<file path="config.mk">
export PLATFORM = sky130hd
export DESIGN_NAME = priv_key_vault
export DESIGN_NICKNAME = d
export VERILOG_FILES = /design/src/rtl/priv_key_vault.sv
export SDC_FILE = /design/constraint.sdc
export NUM_CORES = 2
export LEC_CHECK = 0
export BUFFER_PORTS_ARGS = -buffer_cell sky130_fd_sc_hd__clkbuf_2
export CAP_MARGIN = 0
export CORE_MARGIN = 8
export CORE_UTILIZATION = 60
export CTS_CLUSTER_DIAMETER = 80
export DETAILED_ROUTE_END_ITERATION = 8
export PLACE_DENSITY = 0.79
export REMOVE_ABC_BUFFERS = 1
export SLEW_MARGIN = 25
export SYNTH_ARGS = -nofsm -noshare
export SYNTH_HDL_FRONTEND = slang
export SYNTH_SLANG_ARGS = --single-unit
</file>
<file path="constraint.sdc">
create_clock -name clk -period 5.05 [get_ports clk]
set_input_delay 0.7575 -clock clk [delete_from_list [all_inputs] [get_ports clk]]
set_output_delay 0.7575 -clock clk [all_outputs]
set_load 0.05 [all_outputs]
</file>
<file path="src/rtl/priv_key_vault.sv">
// priv_key_vault: tagged secret table with a sequential one-entry-per-cycle search.
// Optional provisioning lock is enabled by defining KV_PROV_LOCK_EN.
module priv_key_vault #(
    parameter int KH_S    = 64,
    parameter int D_S     = 128,
    parameter int DT_S    = 3,
    parameter int ENTRIES = 8,
    parameter int IDX_W   = 3
) (
    input  logic             clk,
    input  logic             rst_n,
    input  logic [KH_S-1:0]  key_hash,
    input  logic [DT_S-1:0]  req_type,
    input  logic             key_en,
    input  logic             prov_valid,
    input  logic [IDX_W-1:0] prov_idx,
    input  logic [KH_S-1:0]  prov_tag,
    input  logic [D_S-1:0]   prov_data,
`ifdef KV_PROV_LOCK_EN
    input  logic             prov_lock,
`endif
    output logic [D_S-1:0]   priv_data,
    output logic             busy,
    output logic             done,
    output logic             hit,
    output logic             err,
    output logic [7:0]       drop_cnt
);

    localparam logic [DT_S-1:0] OP_LOOKUP = DT_S'(0);
    localparam logic [DT_S-1:0] OP_INVAL  = DT_S'(1);
    localparam logic [IDX_W-1:0] LAST_IDX = IDX_W'(ENTRIES - 1);

    typedef enum logic {IDLE, SEARCH} state_t;

    state_t            state;
    state_t            state_nx;
    logic [IDX_W-1:0]  idx;
    logic [KH_S-1:0]   cap_hash;
    logic [DT_S-1:0]   cap_type;
    logic [ENTRIES-1:0] valid;
    logic [KH_S-1:0]   tags [ENTRIES];
    logic [D_S-1:0]    data [ENTRIES];
    logic              prov_en;
    logic              legal;
    logic              cmp_en;
    logic              match;
    logic              last;

`ifdef KV_PROV_LOCK_EN
    logic locked;

    // Sticky lock; a write in the locking cycle itself still lands.
    always_ff @(posedge clk or negedge rst_n) begin
        if (!rst_n)
            locked <= 1'b0;
        else if (prov_lock)
            locked <= 1'b1;
    end

    assign prov_en = prov_valid && !locked;
`else
    assign prov_en = prov_valid;
`endif

    assign busy = (state == SEARCH);

    // Next-state logic; a provisioning write stalls the compare.
    always_comb begin
        state_nx = state;
        legal    = (req_type == OP_LOOKUP) || (req_type == OP_INVAL);
        cmp_en   = (state == SEARCH) && !prov_en;
        match    = valid[idx] && (tags[idx] == cap_hash);
        last     = (idx == LAST_IDX);
        unique case (state)
            IDLE: begin
                if (key_en && legal)
                    state_nx = SEARCH;
            end
            SEARCH: begin
                if (cmp_en && (match || last))
                    state_nx = IDLE;
            end
            default: state_nx = IDLE;
        endcase
    end

    // State register.
    always_ff @(posedge clk or negedge rst_n) begin
        if (!rst_n)
            state <= IDLE;
        else
            state <= state_nx;
    end

    // Request capture, search index, results, valid bits, drop counter.
    always_ff @(posedge clk or negedge rst_n) begin
        if (!rst_n) begin
            idx       <= '0;
            cap_hash  <= '0;
            cap_type  <= '0;
            valid     <= '0;
            priv_data <= '0;
            done      <= 1'b0;
            hit       <= 1'b0;
            err       <= 1'b0;
            drop_cnt  <= '0;
        end else begin
            done <= 1'b0;
            if (prov_en)
                valid[prov_idx] <= 1'b1;
            if (state == IDLE && key_en) begin
                cap_hash <= key_hash;
                cap_type <= req_type;
                idx      <= '0;
                if (!legal) begin
                    done <= 1'b1;
                    err  <= 1'b1;
                    hit  <= 1'b0;
                end
            end
            if (state == SEARCH && key_en && drop_cnt != 8'hFF)
                drop_cnt <= drop_cnt + 8'd1;
            if (cmp_en) begin
                if (match) begin
                    done <= 1'b1;
                    hit  <= 1'b1;
                    err  <= 1'b0;
                    if (cap_type == OP_LOOKUP) begin
                        priv_data <= data[idx];
                    end else begin
                        priv_data  <= '0;
                        valid[idx] <= 1'b0;
                    end
                end else if (last) begin
                    done      <= 1'b1;
                    hit       <= 1'b0;
                    err       <= 1'b0;
                    priv_data <= '0;
                end else begin
                    idx <= idx + IDX_W'(1);
                end
            end
        end
    end

    // Secret storage; contents are meaningless until the valid bit is set.
    always_ff @(posedge clk) begin
        if (prov_en) begin
            tags[prov_idx] <= prov_tag;
            data[prov_idx] <= prov_data;
        end
    end

endmodule
</file>
==> results.sh <==
export IMPL_cpPeakStageDelay_ns=0.85
export IMPL_path_max_fanout=36
export IMPL_fin_nets=4908
export IMPL_root_buffer="clkbuf_16"
export IMPL_fin_area_sq_um=77900
export IMPL_worst_slew_pin_slew_ns=1.22
export IMPL_drt_pass1_iter_count=6
export IMPL_ff2ff_setup_slack_ns=0.60
export IMPL_status="finished clean"
export IMPL_cts_buffer_depth=3
export IMPL_grt_pass1_wl_microns=249000
export IMPL_rsz0062_at_grt="no"
export IMPL_async_flop_share=0.124
export IMPL_cp_start_kind="flop"
export IMPL_core_area_sq_um=113000
export IMPL_vdd_drop_max_uv=519
export IMPL_dieArea_sq_um=125000
export IMPL_rr_worst_depth=11
export IMPL_drive_gt1_frac=0.192
export IMPL_chipHeight_microns=353
export IMPL_drt_total_wl_microns=165000
export IMPL_fillCellCount=7218
export IMPL_cp_common_cell="buf_4"
export IMPL_cap_violations=0
export IMPL_setup_viol=0
export IMPL_cts_setup_buffers=0
export IMPL_place_gp_congestion=0.817
export IMPL_cp_cell_sequence="nand2b_1 -> buf_4 -> o22ai_1 -> a221oi_1 -> xnor2_1 -> nor4_1 -> nand4_1 -> and4bb_2 -> nand3_4 -> buf_4 -> a31o_2"
export IMPL_clk_latency_ns=0.80
export IMPL_synthToLayoutAreaGrowth_pct=14.1
export IMPL_hold_violations=0
export IMPL_place_inst=5965
export IMPL_cts_tree="done"
export IMPL_start_util=0.606
export IMPL_cp_arrival_ns=5.11
export IMPL_finalSetupTns_ns=0
export IMPL_netlist_area_sq_um=68300
export IMPL_antenna_found_initial=44
export IMPL_pwr_share_comb=0.247
export IMPL_synth_area_per_cell_sq_um=16.2
export IMPL_ioPinCount=406
export IMPL_syn_inst=4222
export IMPL_skew_ns=0.0344
export IMPL_min_period_ns=4.45
export IMPL_r2r_end="busy"
export IMPL_clock_sinks=1754
export IMPL_placed_area_sq_um=72200
export IMPL_total_leakage_power_nw=28.6
export IMPL_cts_hold_buf=0
export IMPL_ys_types=53
export IMPL_clkPwrFrac=0.319
export IMPL_yosysWarnings=0
export IMPL_route_vias_total=38700
export IMPL_r2r_start="idx[2]"
export IMPL_crit_required_ns=5.72
export IMPL_synth_ff_type="edfxtp_1"
export IMPL_dp_hpwl_microns=92500
export IMPL_p_sw_frac=0.306
export IMPL_pwr_density_cell_nw_per_um2=509
export IMPL_critical_path_class="flop to flop"
export IMPL_power_switching_mw=12.1
export IMPL_cp_slowest_cell="dfrtp_4"
export IMPL_fp_dieW_microns=353
export IMPL_startpoint="idx[2]"
export IMPL_seqCellArea_sq_um=51600
export IMPL_drtAntennaViolNets=0
export IMPL_grt_ovfl_total=0
export IMPL_cts_htree_levels=4
export IMPL_finish_utilization=0.692
export IMPL_finalCritPeriodShare=0.881
export IMPL_end_kind="flop"
export IMPL_port_buffers=405
export IMPL_fmax_ghz=0.225
export IMPL_ys_seq_area_frac=0.755
export IMPL_drc_errors=0
export IMPL_multi_input_area_sq_um=15700
export IMPL_wl_per_cell_microns=26.2
export IMPL_slew_headroom=0.188
export IMPL_yosys_register_bits=1754
export IMPL_finalNonFillerCells=6314
export IMPL_first_iter_violations=3947
export IMPL_clk_pin_slew_ns=0.06
export IMPL_synth_edf_count=1536
export IMPL_numCtsBuffers=172
export IMPL_grt_usage=0.261
export IMPL_final_max_slew_viol_count=0
export IMPL_hp_class="input pin to async pin"
export IMPL_rows=123
export IMPL_p_seq_frac=0.434
export IMPL_cts_resized=0
export IMPL_internal_power_mw=27.5
export IMPL_via_per_inst=6.14
export IMPL_grt_max_degree=158
export IMPL_grt_pass1_vias=39800
==> power groups by stage <==
stage	logic, mW	registers, mW	clock network (mW)
3_3_place_gp	9.50	17.4	0
3_5_place_dp	9.68	17.5	0
2_1_floorplan	5.46	17.9	0
5_1_grt	10.5	17.2	13.4
6_report	9.79	17.2	12.7
4_1_cts	9.76	17.2	12.8
==> cells in the mapped netlist, types with 2 or more instances <==
cell | count | share of area
buf_4 | 6 | 0.00066
buf_1 | 25 | 0.0014
buf_6 | 11 | 0.0018
mux2_2 | 105 | 0.017
nor2b_1 | 6 | 0.00055
nand2_1 | 359 | 0.020
a22oi_1 | 102 | 0.011
o21ai_0 | 142 | 0.010
ha_1 | 3 | 0.00055
or3_1 | 4 | 0.00037
a211oi_1 | 5 | 0.00055
clkbuf_1 | 156 | 0.0086
or4_1 | 2 | 0.00022
a221oi_1 | 17 | 0.0022
nor4b_1 | 3 | 0.00038
o2bb2ai_1 | 10 | 0.0013
and3_1 | 5 | 0.00046
nand3_1 | 7 | 0.00051
dfrtp_1 | 218 | 0.080
edfxtp_1 | 1536 | 0.68
xnor2_1 | 39 | 0.0050
inv_1 | 4 | 0.00022
and2_1 | 3 | 0.00027
a21oi_1 | 195 | 0.014
o22ai_1 | 152 | 0.014
a22o_1 | 4 | 0.00051
mux2i_1 | 577 | 0.085
nor2_1 | 334 | 0.018
nor3_1 | 12 | 0.00088
nand4_1 | 9 | 0.00082
nor4_1 | 7 | 0.00064
buf_2 | 56 | 0.0041
o22a_1 | 8 | 0.0010
mux4_2 | 47 | 0.016
nand2b_1 | 9 | 0.00082
xor2_1 | 27 | 0.0035
==> cell families after synthesis <==
logic type      Yosys count  synth area share
xor+xnor                 66           0.00847
flops                  1754             0.755
compound gates          644            0.0565
fa+ha+maj                 3          0.000550
buf+inv                 259            0.0168
mux                     729             0.117
simple gates            767            0.0450
==> cell type report <==
type | count | area share
sequential | 1754 | 0.662
inverter | 5 | 0.000305
clock inverter | 79 | 0.0107
clock buffer | 236 | 0.0611
multi-input combinational | 2209 | 0.201
tap | 1500 | 0.0241
antenna | 34 | 0.00109
timing repair buffer | 497 | 0.0392
==> worst max-delay path by stage <==
stage	end	slack, ns	cells after the start
after floorplan	busy	-24.88	9
after global placement	busy	0.70	12
after detailed placement	busy	0.65	12
after CTS	busy	0.55	12
after global routing	busy	0.28	12
final	busy	0.60	11
==> routing by layer <==
layer  wire length (microns)  track usage  share of wire  vias up
met5                     230            0         0.0014        -
li1                        -            -              -    17000
met1                   64500        0.344           0.39    19800
met3                   14700       0.0671          0.089      302
met2                   81800        0.428           0.49     1671
met4                    4180       0.0828          0.025       32
==> sequential cells by signal, indices dropped and copies added, names as in the netlist <==
| register | flops |
|---|---|
| data | 1024 |
| tags | 512 |
| done | 1 |
| err | 1 |
| drop_cnt | 8 |
| valid | 8 |
| hit | 1 |
| idx | 3 |
| cap_hash | 64 |
| priv_data | 128 |
| cap_type | 3 |
| busy | 1 |
==> critical path: cells and delay by family, from the launching register on <==
family,cells,cell delay [ns]
and+or+nand+nor,5,1.94
xor gates and xnor gates,1,0.16
DFF,1,0.85
buffers and inverters,2,0.68
AOI/OAI and AO/OA,3,0.68
==> cells in the final DEF (no fill, tap or decap), types with 102 or more instances in the layout <==
master     Yosys  routed
edfxtp_1    1536    1536
mux2i_1      577     577
clkbuf_2       0     404
nand2_1      359     357
nor2_1       334     328
dfrtp_1      218     215
a21oi_1      195     195
clkbuf_16      0     175
o22ai_1      152     152
o21ai_0      142     142
mux2_2       105     105
a22oi_1      102     102
==> per-stage QoR <==
step                      total power [mW]  hold slack, ns  worst slack (ns)
after floorplan                       23.3           0.460            -24.88
after global placement                26.9           0.477             0.703
after detailed placement              27.1           0.491             0.651
after CTS                             39.7          0.0552             0.554
after global routing                  41.1           0.101             0.283
final                                 39.6          0.0769             0.603
Power figures use the tool's default switching activity.
